--- src/rtl/sgbm_disp_select_if.sv ---
// sgbm_disp_select_if: cost stream, line-RAM read port and disparity result bus
// of the SGBM winner-take-all stage. Optional macro consumed by the design:
// SGBM_UNIQUENESS_EN.
`ifndef DISPD
`define DISPD 32
`endif
`ifndef COST_BITS
`define COST_BITS 12
`endif
`ifndef DISPD_BITS
`define DISPD_BITS 6
`endif
`ifndef WIDTH_BITS
`define WIDTH_BITS 10
`endif

interface sgbm_disp_select_if;
  logic [`DISPD*`COST_BITS-1:0] i_lr_cost;
  logic                         i_lr_valid;
  logic                         o_rd_req;
  logic [`DISPD*`COST_BITS-1:0] i_rl_cost;
  logic [`DISPD_BITS-1:0]       o_disp;
  logic                         o_disp_unique;
  logic                         o_disp_valid;

  modport master (
    output i_lr_cost, i_lr_valid, i_rl_cost,
    input  o_rd_req, o_disp, o_disp_unique, o_disp_valid
  );
  modport slave (
    input  i_lr_cost, i_lr_valid, i_rl_cost,
    output o_rd_req, o_disp, o_disp_unique, o_disp_valid
  );
endinterface

--- src/rtl/sgbm_disp_select.sv ---
// sgbm_disp_select: sums left-to-right and right-to-left aggregated costs per
// disparity lane and picks the minimum-cost disparity per pixel.
// Optional feature macro: SGBM_UNIQUENESS_EN (second-minimum uniqueness test,
// adds one pipeline stage).
//
// state | meaning
// IDLE  | no line armed, waiting for i_line_start
// RUN   | accepting cost beats until N pixels are read
// DRAIN | all beats accepted, waiting for the pipeline to empty
`ifndef DISPD
`define DISPD 32
`endif
`ifndef COST_BITS
`define COST_BITS 12
`endif
`ifndef DISPD_BITS
`define DISPD_BITS 6
`endif
`ifndef WIDTH_BITS
`define WIDTH_BITS 10
`endif

module sgbm_disp_select (
  input  logic                   clk,
  input  logic                   rst,
  input  logic                   i_line_start,
  input  logic [`WIDTH_BITS-1:0] i_width,
  input  logic [`DISPD_BITS-1:0] i_min_disp,
  input  logic [`DISPD_BITS-1:0] i_max_disp,
  input  logic [6:0]             i_uniq_ratio,
  sgbm_disp_select_if.slave      bus,
  output logic                   o_line_done,
  output logic                   o_busy
);
  localparam int D  = `DISPD;
  localparam int CB = `COST_BITS;
  localparam int SB = `COST_BITS + 1;
  localparam int DB = `DISPD_BITS;
  localparam int WB = `WIDTH_BITS;

  typedef enum logic [1:0] {IDLE, RUN, DRAIN} state_t;

  state_t                 state;
  logic [WB-1:0]          rem_cnt;
  logic [WB-1:0]          n_pix;
  logic [DB-1:0]          min_disp_q;
  logic [DB-1:0]          max_disp_q;
  logic                   accept;
  logic                   abort;
  logic                   pipe_empty;
  int                     lane_span;

  logic [D*CB-1:0]        lr_q;
  logic [D-1:0][SB-1:0]   s_comb;
  logic [D-1:0][SB-1:0]   s_q;
  logic [SB-1:0]          min_val;
  logic [DB-1:0]          min_idx;
  logic [DB-1:0]          arg_q;
  logic                   v1, v2, v3;
  logic [DB-1:0]          fin_arg;
  logic                   fin_uniq;
  logic                   fin_v;

  // pixels per line; columns below max_disp have no full disparity range
  assign n_pix     = (i_width > WB'(i_max_disp)) ? i_width - WB'(i_max_disp) : '0;
  assign accept    = (state == RUN) && bus.i_lr_valid && (rem_cnt != '0) && !i_line_start;
  assign abort     = i_line_start && (state != IDLE);
  assign bus.o_rd_req = accept;
  assign o_busy    = (state != IDLE);
  assign lane_span = int'(max_disp_q) - int'(min_disp_q);

  // line sequencer: remaining-pixel down-counter, drain and done pulse
  always_ff @(posedge clk) begin
    if (rst) begin
      state       <= IDLE;
      rem_cnt     <= '0;
      min_disp_q  <= '0;
      max_disp_q  <= '0;
      o_line_done <= 1'b0;
    end else begin
      o_line_done <= 1'b0;
      if (i_line_start) begin
        state      <= RUN;
        rem_cnt    <= n_pix;
        min_disp_q <= i_min_disp;
        max_disp_q <= i_max_disp;
      end else begin
        case (state)
          RUN: begin
            if (accept) rem_cnt <= rem_cnt - WB'(1);
            if ((rem_cnt == '0) || (accept && (rem_cnt == WB'(1)))) state <= DRAIN;
          end
          DRAIN: begin
            if (pipe_empty) begin
              o_line_done <= 1'b1;
              state       <= IDLE;
            end
          end
          default: state <= IDLE;
        endcase
      end
    end
  end

  // per-lane cost sum; lanes outside the configured range never win
  always_comb begin
    s_comb = '1;
    for (int d = 0; d < D; d++) begin
      if (d < lane_span)
        s_comb[d] = {1'b0, lr_q[(D-1-d)*CB +: CB]} + {1'b0, bus.i_rl_cost[(D-1-d)*CB +: CB]};
    end
  end

  // minimum search; strict compare keeps the lowest lane on ties
  always_comb begin
    min_val = s_q[0];
    min_idx = '0;
    for (int d = 1; d < D; d++) begin
      if (s_q[d] < min_val) begin
        min_val = s_q[d];
        min_idx = DB'(d);
      end
    end
  end

`ifdef SGBM_UNIQUENESS_EN
  localparam int PB = SB + 7;
  logic [6:0]           ratio_q;
  logic [D-1:0][SB-1:0] s3_q;
  logic [SB-1:0]        min_q;
  logic [SB-1:0]        s2;
  logic [PB-1:0]        lhs, rhs;
  logic [DB-1:0]        arg_u_q;
  logic                 uniq_u_q;
  logic                 vu;

  // config ratio follows the line it was armed with
  always_ff @(posedge clk) begin
    if (rst) ratio_q <= '0;
    else if (i_line_start) ratio_q <= i_uniq_ratio;
  end

  // second minimum over lanes not adjacent to the winner
  always_comb begin
    s2 = '1;
    for (int d = 0; d < D; d++) begin
      if (((d > int'(arg_q) + 1) || (d < int'(arg_q) - 1)) && (s3_q[d] < s2))
        s2 = s3_q[d];
    end
    lhs = PB'(s2) * PB'(7'd100 - ratio_q);
    rhs = PB'(min_q) * PB'(100);
  end

  // uniqueness stage registers
  always_ff @(posedge clk) begin
    arg_u_q  <= arg_q;
    uniq_u_q <= !(lhs < rhs);
  end

  // uniqueness stage valid, flushed on reset or abort
  always_ff @(posedge clk) begin
    if (rst || abort) vu <= 1'b0;
    else              vu <= v3;
  end

  // stage-3 copy of the sums for the second-minimum search
  always_ff @(posedge clk) begin
    s3_q  <= s_q;
    min_q <= min_val;
  end

  assign fin_arg    = arg_u_q;
  assign fin_uniq   = uniq_u_q & vu;
  assign fin_v      = vu;
  assign pipe_empty = !v1 && !v2 && !v3 && !vu;
`else
  logic unused_ratio;
  assign unused_ratio = ^i_uniq_ratio;
  assign fin_arg      = arg_q;
  assign fin_uniq     = v3;
  assign fin_v        = v3;
  assign pipe_empty   = !v1 && !v2 && !v3;
`endif

  // datapath registers: align lr with RAM data, sums, argmin
  always_ff @(posedge clk) begin
    lr_q  <= bus.i_lr_cost;
    s_q   <= s_comb;
    arg_q <= min_idx;
  end

  // valid pipeline and output registers; abort flushes in-flight beats
  always_ff @(posedge clk) begin
    if (rst) begin
      v1                <= 1'b0;
      v2                <= 1'b0;
      v3                <= 1'b0;
      bus.o_disp        <= '0;
      bus.o_disp_unique <= 1'b0;
      bus.o_disp_valid  <= 1'b0;
    end else if (abort) begin
      v1                <= 1'b0;
      v2                <= 1'b0;
      v3                <= 1'b0;
      bus.o_disp_unique <= 1'b0;
      bus.o_disp_valid  <= 1'b0;
    end else begin
      v1                <= accept;
      v2                <= v1;
      v3                <= v2;
      bus.o_disp_valid  <= fin_v;
      bus.o_disp_unique <= fin_uniq;
      if (fin_v) bus.o_disp <= min_disp_q + fin_arg;
    end
  end
endmodule

--- src/flat_wrapper.sv ---
// flat-port wrapper written by rule: the top's interface ports become plain ports
module sgbm_disp_select_flat 
  (clk, rst, i_line_start, i_width, i_min_disp, i_max_disp, i_uniq_ratio, o_line_done, o_busy, bus_i_lr_cost, bus_i_lr_valid, bus_i_rl_cost, bus_o_rd_req, bus_o_disp, bus_o_disp_unique, bus_o_disp_valid);
  sgbm_disp_select_if bus_i ();
  input  logic clk;
  input  logic rst;
  input  logic i_line_start;
  input  logic [`WIDTH_BITS-1:0] i_width;
  input  logic [`DISPD_BITS-1:0] i_min_disp;
  input  logic [`DISPD_BITS-1:0] i_max_disp;
  input  logic [6:0] i_uniq_ratio;
  output logic o_line_done;
  output logic o_busy;
  input wire logic [$bits(bus_i.i_lr_cost)-1:0] bus_i_lr_cost;
  input wire logic [$bits(bus_i.i_lr_valid)-1:0] bus_i_lr_valid;
  input wire logic [$bits(bus_i.i_rl_cost)-1:0] bus_i_rl_cost;
  output wire logic [$bits(bus_i.o_rd_req)-1:0] bus_o_rd_req;
  output wire logic [$bits(bus_i.o_disp)-1:0] bus_o_disp;
  output wire logic [$bits(bus_i.o_disp_unique)-1:0] bus_o_disp_unique;
  output wire logic [$bits(bus_i.o_disp_valid)-1:0] bus_o_disp_valid;
  assign bus_i.i_lr_cost = bus_i_lr_cost;
  assign bus_i.i_lr_valid = bus_i_lr_valid;
  assign bus_i.i_rl_cost = bus_i_rl_cost;
  assign bus_o_rd_req = bus_i.o_rd_req;
  assign bus_o_disp = bus_i.o_disp;
  assign bus_o_disp_unique = bus_i.o_disp_unique;
  assign bus_o_disp_valid = bus_i.o_disp_valid;
  sgbm_disp_select u_core (.clk(clk), .rst(rst), .i_line_start(i_line_start), .i_width(i_width), .i_min_disp(i_min_disp), .i_max_disp(i_max_disp), .i_uniq_ratio(i_uniq_ratio), .bus(bus_i), .o_line_done(o_line_done), .o_busy(o_busy));
endmodule
--- config.mk ---
export PLATFORM = sky130hd
export DESIGN_NAME = sgbm_disp_select_flat
export DESIGN_NICKNAME = d
export VERILOG_FILES = /design/src/rtl/sgbm_disp_select_if.sv /design/src/rtl/sgbm_disp_select.sv /design/src/flat_wrapper.sv
export SDC_FILE = /design/constraint.sdc
export NUM_CORES = 2
export LEC_CHECK = 0
export CELL_PAD_IN_SITES_DETAIL_PLACEMENT = 0
export CELL_PAD_IN_SITES_GLOBAL_PLACEMENT = 1
export CORE_UTILIZATION = 40
export CTS_CLUSTER_SIZE = 14
export DETAILED_ROUTE_END_ITERATION = 6
export DONT_BUFFER_PORTS = 1
export GPL_TIMING_DRIVEN = 1
export PLACE_DENSITY_LB_ADDON = 0.1
export SYNTH_ARGS = -nofsm -noshare
export SYNTH_HDL_FRONTEND = slang
export SYNTH_SLANG_ARGS = --single-unit
--- constraint.sdc ---
create_clock -name clk -period 103.1 [get_ports clk]
set_input_delay 20.62 -clock clk [delete_from_list [all_inputs] [get_ports clk]]
set_output_delay 20.62 -clock clk [all_outputs]
set_load 0.01 [all_outputs]
==> impl_metrics.yaml <==
run_status:
  status: "complete, no violations"
worst_setup_path:
  worst-r2r-cell-count: 358
  cp-start-kind: "flop"
  crit_path_top_delay_cell: "nor3_2"
  path_max_fanout: 29
  endpoint_kind: "flop"
  path_class: "reg -> reg"
  cp_data_arrival_time_ns: 81.47
  cpPeakStageDelay_ns: 0.83
  cp.required_ns: 103.76
  critPathMostFrequentCell: "a21oi_1"
sta:
  rsz0062_at_grt: "false"
  maxSlewHeadroom: 0.235
  post-route-min-period_ns: 80.82
  setup_tns_ns: 0
  tightest_slew_ns: 1.14
  max_freq_mhz: 12.4
  slew_viol_final: 0
  hold_violations: 0
  setup_viol: 0
  min_period_over_period: 0.784
  skew_ns: 0.0347
cts:
  cts_setup_buffers: 0
  numCtsBuffers: 101
  cts.htree.levels: 3
  clock_latency_ns: 0.72
  path_clk_slew_ns: 0.06
  cts_sinks: 840
  cts_tree: "built"
  cts_resized: 0
  clk_path_buf_depth: 3
  postCtsHoldBufs: 0
  cts_root_buffer: "clkbuf_16"
yosys:
  ys_seq_area_frac: 0.328
  syn_area_per_cell_sq_um: 8.35
  synth_edf_count: 0
  async_flop_share: 0
  synth_most_common_cell: "dfxtp_1"
  ys.flop_type: "dfxtp_1"
  netlist.top_cell.by_area: "dfxtp_1"
  syn-cell-area_sq_um: 51200
  synth_nets: 7668
  netlist_instances: 6141
  synth_common_cells: "840 x dfxtp_1, 691 x ha_1, 657 x o21ai_0"
  ys_types: 114
  synth.top_cell.area_share: 0.328
  yosysWarnings: 0
  ys_seq_elements: 840
  ys_top_cells_by_area: "dfxtp_1 33%, ha_1 17%, o21ai_0 6.4%, a21oi_1 4.8%, inv_1 4.4%"
final_layout:
  final-instance-count-excl-fill: 7897
  fillCellCount: 12600
  layout-drive-gt1-share: 0.0574
  nNetsFinal: 7670
  area_growth_pct: 10.2
  seqCellArea_sq_um: 16800
  multiInputGateArea_sq_um: 31600
run:
  drv_cap: 0
route:
  wl_met2_mm: 75.3
  vias_per_cell: 5.29
  drc: 0
  initialDrtViolationCount: 2162
  met3_length_mm: 10.2
  wl_met1_mm: 71.6
  highest_layer: "met5"
  drt.antenna.violating_nets: 0
  detail_route.wl_per_cell_um: 20.4
  wl_mm: 161
  drt_pass1_iterations: 6
  vias: 41700
placement:
  dpl.cell_count: 7690
  place_congestion: 0.897
  hpwlAfterDp_mm: 134
  io_buffers: 0
worst_hold_path:
  hp-class: "reg -> reg"
  worstHoldPathCells: 1
floorplanning:
  die_height_um: 360
  initial_core_util: 0.406
  die_area_sq_um: 130000
  fp-row-count: 130
  core_sq_um: 126000
  io-pin-count: 812
  die_w_um: 360
global_routing:
  grt_pass1_wl_mm: 242
  grt_start_max_net_pins: 35
  grt_pass1_vias: 41300
  grt_usage: 0.241
  antenna_found_initial: 57
  grt-ovfl-total: 0
-- area by class of cell --
cell class / count / share of cell area
repair buffers: 36 / 0.00479
clock buffers: 141 / 0.0517
well taps: 1650 / 0.0366
flip-flops and latches: 840 / 0.298
inverters: 603 / 0.0401
clock inverters: 42 / 0.00793
diodes: 24 / 0.00106
multi-input cells: 4561 / 0.560
-- registers in the layout, summed over array words and instances, names as in the netlist, 2 cells and up --
register / cells
u_core.s_q: 416
u_core.arg_q: 5
u_core.state: 2
u_core.min_disp_q: 6
u_core.lr_q: 384
u_core.bus.o_disp: 6
u_core.max_disp_q: 6
u_core.rem_cnt: 10
-- cells in the final DEF (no fill, tap or decap), types with 51 or more instances in the layout --
master,instances
inv_1,603
and2_1,157
ha_1,691
nor2b_1,114
a21o_1,116
nor3_1,59
nand2b_1,83
nor2_1,489
mux2i_1,63
xor2_1,51
nand3_1,76
a21oi_1,486
xnor2_1,157
o21ai_0,647
clkbuf_16,101
dfxtp_1,840
nand2_1,571
-- worst paths after layout --
check                 from               to  slack (ns)
min              u_core.v2  u_core.fin_uniq        0.45
min reg2reg      u_core.v2  u_core.fin_uniq        0.45
max reg2reg  u_core.s_q[2]  u_core.arg_q[0]       22.29
max          u_core.s_q[2]  u_core.arg_q[0]       22.29
-- stage by stage --
stage	utilization	hold slack (ns)	area (sq um)	worst slack [ns]
3_5_place_dp	0.420	0.449	53100	22.21
4_1_cts	0.446	0.459	56400	21.96
5_1_grt	0.447	0.476	56500	14.41
3_3_place_gp	0.420	0.438	53100	22.45
2_1_floorplan	-	0.423	51200	33.48
6_report	0.447	0.453	56500	22.29
-- routing by layer --
| metal | up-vias | global-route usage |
|---|---|---|
| met4 | 30 | 0.0587 |
| li1 | 21500 | - |
| met3 | 215 | 0.0614 |
| met2 | 1014 | 0.413 |
| met1 | 19000 | 0.301 |
| met5 | - | 0 |
-- cell families after synthesis --
| logic type | Yosys count | synth area share |
|---|---|---|
| compound gates | 1709 | 0.203 |
| fa+ha+maj | 744 | 0.186 |
| mux | 132 | 0.0278 |
| simple gates | 1768 | 0.165 |
| buf+inv | 740 | 0.0552 |
| flops | 840 | 0.328 |
| xor+xnor | 208 | 0.0355 |
-- worst max-delay path: cells and delay by family, from the launching register on --
family	cells	cell delay, ns
AOI/OAI and AO/OA	182	44.47
and+or+nand+nor	111	19.70
DFF	1	0.32
adders and majority gates	31	9.29
buffers and inverters	27	4.15
muxes	7	2.56
Power is not shown: default switching activity piles up to over one toggle a cycle in this logic, so the estimate is an artifact.
